`src/rtl/pipe_stage_skid_if.sv`:
```
// Valid/ready channel carrying a payload plus a control bundle between pipeline stages.
// Latency: none (wires only).
// Backpressure: the consumer drives ready; the producer holds valid/data/ctrl until ready.
interface pipe_stage_skid_if #(
    parameter int DATA_WIDTH = 32,
    parameter int CTRL_WIDTH = 16
);
    logic                  valid;
    logic                  ready;
    logic [DATA_WIDTH-1:0] data;
    logic [CTRL_WIDTH-1:0] ctrl;

    modport master (output valid, output data, output ctrl, input ready);
    modport slave  (input valid, input data, input ctrl, output ready);
endinterface

```
`src/rtl/pipe_stage_skid.sv`:
```
// Pipeline-stage register with an optional 2-entry skid buffer and a synchronous flush.
// Latency: 1 cycle from in_fire to out_valid; one entry per cycle under continuous out_ready.
// Backpressure: SKID=1 gives a registered in_ready (state != FULL); SKID=0 gives ~out_valid | out_ready.
module pipe_stage_skid #(
    parameter int                    DATA_WIDTH = 32,
    parameter int                    CTRL_WIDTH = 16,
    parameter logic [CTRL_WIDTH-1:0] CTRL_NOP   = '0,
    parameter bit                    SKID       = 1'b1
) (
    input  logic                clk,
    input  logic                rst_n,
    input  logic                flush,
    pipe_stage_skid_if.slave    in_if,
    pipe_stage_skid_if.master   out_if,
    output logic [1:0]          occupancy
);
    // Encoding equals the number of held entries, so occupancy is the state itself.
    typedef enum logic [1:0] {
        ST_EMPTY = 2'd0,
        ST_HALF  = 2'd1,
        ST_FULL  = 2'd2
    } state_t;

    state_t                r_state;
    state_t                w_next;
    logic [DATA_WIDTH-1:0] r_main_data;
    logic [CTRL_WIDTH-1:0] r_main_ctrl;
    logic [DATA_WIDTH-1:0] r_skid_data;
    logic [CTRL_WIDTH-1:0] r_skid_ctrl;

    logic w_in_ready;
    logic w_out_valid;
    logic w_in_fire;
    logic w_out_fire;
    logic w_load_main_in;
    logic w_load_main_skid;
    logic w_load_skid;

    always_ff @(posedge clk or negedge rst_n) begin
        if (!rst_n) begin
            r_state <= ST_EMPTY;
        end else begin
            r_state <= w_next;
        end
    end

    always_comb begin
        w_next = r_state;
        if (flush) begin
            w_next = ST_EMPTY;
        end else begin
            unique case (r_state)
                ST_EMPTY: if (w_in_fire) w_next = ST_HALF;
                ST_HALF: begin
                    if (w_in_fire && !w_out_fire)      w_next = SKID ? ST_FULL : ST_HALF;
                    else if (!w_in_fire && w_out_fire) w_next = ST_EMPTY;
                end
                ST_FULL:  if (w_out_fire) w_next = ST_HALF;
                default:  w_next = ST_EMPTY;
            endcase
        end
    end

    always_comb begin
        w_out_valid      = (r_state != ST_EMPTY);
        w_in_ready       = SKID ? (r_state != ST_FULL) : (!w_out_valid || out_if.ready);
        w_in_fire        = in_if.valid && w_in_ready;
        w_out_fire       = w_out_valid && out_if.ready;
        w_load_main_in   = !flush && w_in_fire &&
                           ((r_state == ST_EMPTY) || ((r_state == ST_HALF) && w_out_fire));
        w_load_skid      = !flush && w_in_fire && !w_out_fire && (r_state == ST_HALF);
        w_load_main_skid = !flush && w_out_fire && (r_state == ST_FULL);
    end

    // Payload is never cleared on flush; only the control field is masked while empty.
    always_ff @(posedge clk or negedge rst_n) begin
        if (!rst_n) begin
            r_main_data <= '0;
            r_main_ctrl <= CTRL_NOP;
            r_skid_data <= '0;
            r_skid_ctrl <= CTRL_NOP;
        end else begin
            if (w_load_main_in) begin
                r_main_data <= in_if.data;
                r_main_ctrl <= in_if.ctrl;
            end else if (w_load_main_skid) begin
                r_main_data <= r_skid_data;
                r_main_ctrl <= r_skid_ctrl;
            end
            if (w_load_skid) begin
                r_skid_data <= in_if.data;
                r_skid_ctrl <= in_if.ctrl;
            end
        end
    end

    assign in_if.ready  = w_in_ready;
    assign out_if.valid = w_out_valid;
    assign out_if.data  = r_main_data;
    assign out_if.ctrl  = w_out_valid ? r_main_ctrl : CTRL_NOP;
    assign occupancy    = r_state;
endmodule

```
`src/flat_wrapper.sv`:
```
// flat-port wrapper written by rule: the top's interface ports become plain ports
module pipe_stage_skid_flat 
#(
    parameter int                    DATA_WIDTH = 32,
    parameter int                    CTRL_WIDTH = 16,
    parameter logic [CTRL_WIDTH-1:0] CTRL_NOP   = '0,
    parameter bit                    SKID       = 1'b1
)
  (clk, rst_n, flush, occupancy, in_if_valid, in_if_data, in_if_ctrl, in_if_ready, out_if_valid, out_if_data, out_if_ctrl, out_if_ready);
  pipe_stage_skid_if #(.DATA_WIDTH(DATA_WIDTH), .CTRL_WIDTH(CTRL_WIDTH)) in_if_i ();
  pipe_stage_skid_if #(.DATA_WIDTH(DATA_WIDTH), .CTRL_WIDTH(CTRL_WIDTH)) out_if_i ();
  input  logic clk;
  input  logic rst_n;
  input  logic flush;
  output logic [1:0] occupancy;
  input wire logic [$bits(in_if_i.valid)-1:0] in_if_valid;
  input wire logic [$bits(in_if_i.data)-1:0] in_if_data;
  input wire logic [$bits(in_if_i.ctrl)-1:0] in_if_ctrl;
  output wire logic [$bits(in_if_i.ready)-1:0] in_if_ready;
  output wire logic [$bits(out_if_i.valid)-1:0] out_if_valid;
  output wire logic [$bits(out_if_i.data)-1:0] out_if_data;
  output wire logic [$bits(out_if_i.ctrl)-1:0] out_if_ctrl;
  input wire logic [$bits(out_if_i.ready)-1:0] out_if_ready;
  assign in_if_i.valid = in_if_valid;
  assign in_if_i.data = in_if_data;
  assign in_if_i.ctrl = in_if_ctrl;
  assign in_if_ready = in_if_i.ready;
  assign out_if_valid = out_if_i.valid;
  assign out_if_data = out_if_i.data;
  assign out_if_ctrl = out_if_i.ctrl;
  assign out_if_i.ready = out_if_ready;
  pipe_stage_skid #(.DATA_WIDTH(DATA_WIDTH), .CTRL_WIDTH(CTRL_WIDTH), .CTRL_NOP(CTRL_NOP), .SKID(SKID)) u_core (.clk(clk), .rst_n(rst_n), .flush(flush), .in_if(in_if_i), .out_if(out_if_i), .occupancy(occupancy));
endmodule
```
`config.mk`:
```
export PLATFORM = sky130hd
export DESIGN_NAME = pipe_stage_skid_flat
export DESIGN_NICKNAME = d
export VERILOG_FILES = /design/src/rtl/pipe_stage_skid_if.sv /design/src/rtl/pipe_stage_skid.sv /design/src/flat_wrapper.sv
export SDC_FILE = /design/constraint.sdc
export NUM_CORES = 1
export LEC_CHECK = 0
export ABC_AREA = 1
export CELL_PAD_IN_SITES_DETAIL_PLACEMENT = 1
export CELL_PAD_IN_SITES_GLOBAL_PLACEMENT = 2
export CORE_MARGIN = 8
export CORE_UTILIZATION = 30
export CTS_BUF_LIST = sky130_fd_sc_hd__clkbuf_4 sky130_fd_sc_hd__clkbuf_8
export DETAILED_ROUTE_END_ITERATION = 8
export GPL_TIMING_DRIVEN = 0
export HOLD_SLACK_MARGIN = 0.1
export PLACE_DENSITY_LB_ADDON = 0.1
export RECOVER_POWER = 100
export SYNTH_ARGS = -nofsm -noshare
export SYNTH_HDL_FRONTEND = slang
export SYNTH_SLANG_ARGS = --single-unit
```
`constraint.sdc`:
```
create_clock -name clk -period 1.8 [get_ports clk]
set_input_delay 0.36 -clock clk [delete_from_list [all_inputs] [get_ports clk]]
set_output_delay 0.36 -clock clk [all_outputs]
set_load 0.03 [all_outputs]
```
## Word-level counts from Yosys, hierarchy flattened

Cells that the tools add are included.

| word-level totals | value |
|---|---|
| flip-flop bits (word level) | 98 |
| input bits | 53 |
| output and inout bits | 52 |
| logic and storage cells | 41 |

| cells by class | value |
|---|---|
| equal/unequal tests | 6 |
| muxes and demuxes | 11 |
| reductions and logical operators | 19 |

Operators with widths:

| cell | count |
|---|---|
| 2-to-1 mux 32 bit | 2 |
| 2-to-1 mux 16 bit | 3 |
| logical AND 1 bit | 11 |
| 2-to-1 mux 2 bit | 5 |
| != test 3 x 2 -> 1 bit, second input constant | 2 |
| one-hot mux 2 bit (3 select lines) | 1 |
| != test 4 x 2 -> 1 bit, second input constant | 1 |
| nonzero test 2 bit | 2 |
| logical NOT 1 bit | 3 |
| AND reduction 3 bit | 1 |
| equality test 2 x 1 -> 1 bit, second input constant | 1 |
| equality test 2 bit, second input constant | 1 |
| logical NOT 2 bit | 1 |
| != test 2 bit, second input constant | 1 |
| logical OR 1 bit | 1 |

## Longest topological paths before layout

| logic depth | value |
|---|---|
| depth after elaboration | 8 |
| mapped depth | 10 |

## Least setup slack after synthesis

OpenSTA, ideal clock, no wires.

| timing path | value |
|---|---|
| kind | reg2out |
| from | reg u_core.r_state[1], in the netlist u_core.occupancy[1] |
| to | out out_if_ctrl[10] |
| data arrival time | 1411 ps |
| setup slack | 29 ps |
| cell stages (with the launch flop) | 5 |
| cells stage by stage | dfrtp_1 -> buf_4 -> nor2_4 -> buf_1 -> nor2_1 |

| on the way | value |
|---|---|
| word-level cells in the longest chain between the ends | 2 |

Ends and longest elaborated chain:

| element | RTL line | source |
|---|---|---|
| start, declared | pipe_stage_skid.sv:24 | `state_t r_state;` |
| start signal, assigned | pipe_stage_skid.sv:43 | `r_state <= w_next;` |
| nonzero test 2 bit | pipe_stage_skid.sv:65 | `w_out_valid = (r_state != ST_EMPTY);` |
| 2-to-1 mux 16 bit | pipe_stage_skid.sv:100 | `assign out_if.ctrl = w_out_valid ? r_main_ctrl : CTRL_NOP;` |
| end, declared | flat_wrapper.sv:22 | `output wire logic [$bits(out_if_i.ctrl)-1:0] out_if_ctrl;` |

Every way passes these cells.

## Final worst setup path

| timing path | value |
|---|---|
| from | reg u_core.r_state[0], in the netlist u_core.occupancy[0] |
| to | out out_if_ctrl[12] |

The elaborated chain is that of the path after synthesis.

==> flow_summary.toml <==
[worst_setup_path]
critPathMaxFanout = 5
worst_ep_required_time_ns = 1.44
timing.rr.start = "u_core.occupancy[1]"
r2r.worst_path.cells = 11
end_kind = "output pin"
worst-endpoint-arrival_ns = 1.51
rrSetupSlack_ns = 0.09
path_class = "flip-flop to output pin"
worst_setup_path_start_kind = "flip-flop"
endpoint = "out_if_ctrl[12]"
startpoint = "u_core.occupancy[0]"
timing.rr.end = "u_core.r_main_ctrl[13]"

[die]
die_x_um = 145.8
die_area_mm2 = 0.02127
fp.dieH_um = 145.8
rows = 47
start_util_pct = 30.60
core_area_mm2 = 0.01652
io_pins = 105

[clock_tree]
cts_tree = "built"
clkTransAtPathRegs_ns = 0.10
htreeDepth = 3
clk_path_buf_depth = 2
cts.sinks = 98
clk_latency_ns = 0.38
cts_root_buf = "clkbuf_8"
numCtsBuffers = 9

[layout]
antenna_cells = 0
syn_to_final_growth_pct = 35.33
finalNetCount = 874
drive_above_1_share_pct = 14.16
stdcell_count = 1046

[timing]
drv_slew = 0
setup_ws_ns = -0.07378
slew_headroom_pct = 18.73
tightest_slew_ns = 1.219
hold_violations = 0
hold_ws_ns = 0.4776
fin_worst_skew_ns = 0.008945
fin_crit_sh_pct = 104.1
max_freq_ghz = 0.5337
rsz0062_at_grt = "yes"
setup_viol = 10
fin_crit_ns = 1.874
setup_tns_ns = -0.4004

[route]
routed_wl_um = 18210
vias = 4983
via_per_inst = 4.764
dr.first_iter.drc_count = 198
wl_per_cell_um = 17.41
antenna_left = 0
drt_pass1_iterations = 4
drc_errors = 0

[logic_synthesis]
seq_area_frac_synth_pct = 48.49
synth_cell_type_count = 17
yosys_warnings = 0
synth_area_mm2 = 0.005057
syn-num-nets = 743
synthCells = 690
synth_area_per_cell_um2 = 7.329
ys_ff_latch = 98

[global_route]
grt_pass1_wl_um = 29370
antenna_found_initial = 0
grt_pass1_vias = 5517
grt_max_degree = 58
grt_overflow = 0
track_usage_pct = 17.25

[job]
max_cap_viol_count = 0

[run_status]
outcome = "finished, violations left"
violations = "negative setup slack"

[placement]
dp_hpwl_um = 12860
dp_cells = 1015
port_buffers = 104
place_congestion = 0.7464

[power]
power_density_mw_per_mm2 = 1110
peakVddDrop_uv = 424.3
power_w = 0.007599
leakage_nw = 3.752

[hold_path]
hp-class = "flip-flop to flip-flop"
placed cells by master, fill, tap and decap left out, types with 2 or more instances in the layout:
cell             Yosys  layout
inv_1              117     117
clkdlybuf4s50_1      0      52
buf_6                1      26
buf_4                6      12
dlygate4sd2_1        0      31
nand2_1            201     201
nand2_2              2       2
clkinv_2             0       2
buf_2               13       9
nor2_4               1       5
clkbuf_4             0       9
nor2_1              18       5
nand3_1            148     148
clkbuf_2             0      22
nand4_1             48      48
clkbuf_8             0      12
dfrtp_1             98      97
nor2_2               2      11
clkbuf_1            31       8
report_power, final:
group,switching (W),internal [W]
Combinational,0.00168,0.000998
Sequential,0.000413,0.00292
Clock,0.000826,0.000756
Total,0.00292,0.00468
layout make-up:
cell class | instances | area [um2]
plain buffers | 51 | 315.3
clock buffers | 12 | 165.2
clock inverters | 4 | 48.80
fillers | 2051 | 9681
inverters | 118 | 442.9
multi-input cells | 422 | 1973
flip-flops and latches | 98 | 2454
well taps | 220 | 275.3
repair buffers | 121 | 1170
sequential cells by signal (all words and copies together) (netlist names):
signal              count
u_core.occupancy        2
u_core.r_main_ctrl     16
u_core.r_skid_ctrl     16
u_core.out_if.data     32
u_core.r_skid_data     32
layer usage:
metal | vias up | global-route usage [%] | wire, um
met1 | 2459 | 21.06 | 8210
met4 | 0 | 5.049 | 235
li1 | 2426 | - | -
met5 | - | 0 | 0
met2 | 85 | 30.53 | 9133
met3 | 13 | 2.799 | 626
metrics by stage:
stage	instance area, um2	util [%]	setup WS (ns)
6_report	6844	41.42	-0.07378
5_1_grt	6844	41.42	-0.1367
4_1_cts	6713	40.62	-0.1474
3_5_place_dp	6399	38.72	-0.6736
3_3_place_gp	6374	38.57	-3.639
2_1_floorplan	5057	-	0.02889
worst min-delay path by stage:
stage	end	startpoint	slack (ns)	depth (start not counted)
detailed placement	u_core.out_if.data[13]	rst_n	0.42	1
finish	u_core.r_skid_ctrl[1]	u_core.r_skid_ctrl[1]	0.48	2
global route	u_core.r_skid_data[26]	u_core.r_skid_data[26]	0.50	2
floorplan	u_core.occupancy[0]	rst_n	0.06	0
global placement	u_core.r_skid_data[6]	u_core.r_skid_data[6]	0.45	2
CTS	u_core.r_skid_ctrl[1]	u_core.r_skid_ctrl[1]	0.49	2
cells in the mapped netlist:
library cell | number | area [um2]
buf_1 | 1 | 3.750
buf_2 | 13 | 65.06
buf_4 | 6 | 45.04
buf_6 | 1 | 11.26
clkbuf_1 | 31 | 116.4
dfrtp_1 | 98 | 2452
inv_1 | 117 | 439.2
inv_2 | 1 | 3.750
nand2_1 | 201 | 754.5
nand2_2 | 2 | 12.51
nand3_1 | 148 | 740.7
nand4_1 | 48 | 300.3
nor2_1 | 18 | 67.56
nor2_2 | 2 | 12.51
nor2_4 | 1 | 11.26
nor3_4 | 1 | 16.27
o21ai_0 | 1 | 5.000
logic make-up (layout without fill, tap and decap cells):
| kind of cell | count (synthesis) | count (layout) | synth area share, % |
|---|---|---|---|
| simple gates | 421 | 421 | 37.88 |
| buf+inv | 170 | 306 | 13.53 |
| flops | 98 | 98 | 48.49 |
| compound gates | 1 | 1 | 0.09887 |
repair_timing:
action | in CTS | in global routing
gates resized for setup | 165 | 73
gates cloned | 1 | 0
endpoints found under the setup margin | 96 | 107
pin swaps | 1 | 2
endpoints found under the hold margin | 41 | 0
hold buffers | 1 | 0
setup buffers | 11 | 3
critical path, cell delays in order, from the launching register on:
cell and delay [ns]:
dfrtp_2 0.49, nor2_4 0.22, buf_6 0.17, buf_6 0.10, nor2_2 0.03, buf_6 0.13
Note: power is estimated with default switching activity, not from simulation.
==> edit (same settings) <==
`SKID` is set to 1'b1 in 2 places; all go to 1'b0.
--- a/src/rtl/pipe_stage_skid.sv
+++ b/src/rtl/pipe_stage_skid.sv
@@ -6,5 +6,5 @@
     parameter int                    CTRL_WIDTH = 16,
     parameter logic [CTRL_WIDTH-1:0] CTRL_NOP   = '0,
-    parameter bit                    SKID       = 1'b1
+    parameter bit                    SKID       = 1'b0
 ) (
     input  logic                clk,
--- a/src/flat_wrapper.sv
+++ b/src/flat_wrapper.sv
@@ -5,5 +5,5 @@
     parameter int                    CTRL_WIDTH = 16,
     parameter logic [CTRL_WIDTH-1:0] CTRL_NOP   = '0,
-    parameter bit                    SKID       = 1'b1
+    parameter bit                    SKID       = 1'b0
 )
   (clk, rst_n, flush, occupancy, in_if_valid, in_if_data, in_if_ctrl, in_if_ready, out_if_valid, out_if_data, out_if_ctrl, out_if_ready);
Function: changed (a bounded check fails within 4 cycles, from zero or initial values and one cycle with rst_n low).
==> edit against the original RTL <==
- power fell by 61%
- largest power group unchanged
- sequential cell count fell by 49
- die area fell by 53%
- wire length fell by 63%
- worst setup slack improved by 0.16 ns
- fmax rose by 9.3%
- register-to-register slack improved by 0.17 ns
- final area fell by 52%
- synthesized area fell by 58%
==> edit: results (changes against the original RTL) <==
* Number of global-route vias before repair at 2273 (-59%)
* Status: finished, final reports clean
* Clock skew at 0.00657 ns (-0.00238 ns)
* CP max FO at 2 (-3)
* Share of layout cells above drive strength 1 at 10.5% (-3.7 points)
* Min-Delay Startpoint: u_core.out_if.data[14]
* Pleak at 1.77 nW (-53%)
* Dpl ws at -0.496 ns (+0.178 ns)
* HPWL Detailed at 5160 µm (-60%)
* Post-synthesis average cell area at 8.45 µm² (+15%)
* Crit-path leading delay family: buffers and inverters
* Met3 Track Usage GR at 4.84% (+2.0 points)
* Cells on worst reg2reg path at 7 (-4)
* Port Buf Inserts at 103 (-0.96%)
* GRT Overall Usage at 14.3% (-3.0 points)
* Worst-margin pin slew at 0.543 ns (-0.676 ns)
* Top cells by area, synth: dfrtp_1 (58%), nand2_1 (20%), nand3_1 (11%)
* Skew-Pair Late Insertion Delay at 0.30 ns (-0.08 ns)
* Placed cells at 451 (-56%)
* Final non-filler cell total at 459 (-56%)
* Largest net degree at the start of global routing at 29 (-50%)
* Fillers at 840 (-59%)
* Grt met1 use at 15.7% (-5.3 points)
* Final GP Congestion at 0.700 (-6.3%)
* Maximum vdd drop at 0.405 mV (-4.6%)
* Synth cell types at 13 (-4)
* Hold Path Sink: u_core.out_if.data[14]
* Reg2Reg Setup Slack at 0.26 ns (+0.17 ns)
* Seq/Total Area, Yosys at 57.8% (+9.3 points)
* Area after DPL at 0.00329 mm² (-49%)
* Critical path's largest stage delay at 0.69 ns (+0.20 ns)
* List of most frequent post-synthesis cells: nand2_1 (112), dfrtp_1 (49), nand3_1 (48)
* Routed via count at 1977 (-60%)
## edit: worst max path at each step
stage | endpoint | start | slack, ns | cells past startpoint
after floorplan | out_if_ctrl[10] | u_core.occupancy[0] | 0.29 | 4
after global placement | u_core.r_main_ctrl[7] | rst_n | -1.23 | 1
after detailed placement | in_if_ready | out_if_ready | -0.50 | 5
after CTS | in_if_ready | out_if_ready | -0.02 | 5
after global routing | out_if_ctrl[6] | u_core.occupancy[0] | 0.01 | 5
final | out_if_data[24] | u_core.out_if.data[24] | 0.09 | 1
## edit: what timing repair did
item,4_1_cts,5_1_grt
resized for setup,47,18
gates cloned,0,0
endpoints found under the setup margin,18,11
hold endpoints to repair,21,0
buffers inserted,1,0
hold buffers,1,0
## edit: kinds of logic (layout without fill, tap and decap cells)
kind of cell	after synthesis	in the layout	share of synthesized area, %
flip-flops	49	49	57.8
buffers and inverters	37	149	9.26
other	1	1	0.177
AO/OA/AOI/OAI	1	1	0.236
AND/OR/NAND/NOR	163	163	32.5
## edit: per-layer routing
metal	up-vias	part of all wire (%)
li1	988	-
met4	0	1.1
met5	-	0
met2	63	50
met3	8	7.3
met1	918	41
## edit: cell type report
cell class | count | area, µm² | share of cell area, %
inverters | 18 | 67.6 | 2.05
plain buffers | 18 | 108 | 3.27
well taps | 96 | 120 | 3.65
multi-input cells | 165 | 696 | 21.1
clock buffers | 7 | 90.1 | 2.74
repair buffers | 106 | 986 | 29.9
flip-flops and latches | 49 | 1230 | 37.2
## edit: power by group
group / total (W) / internal [W] / switching (W) / leakage (nW)
clock: 0.000668 / 0.000321 / 0.000348 / 0.0477
combinational: 0.000926 / 0.000392 / 0.000535 / 1.11
sequential: 0.00134 / 0.00126 / 0.0000834 / 0.607
total: 0.00294 / 0.00197 / 0.000966 / 1.77
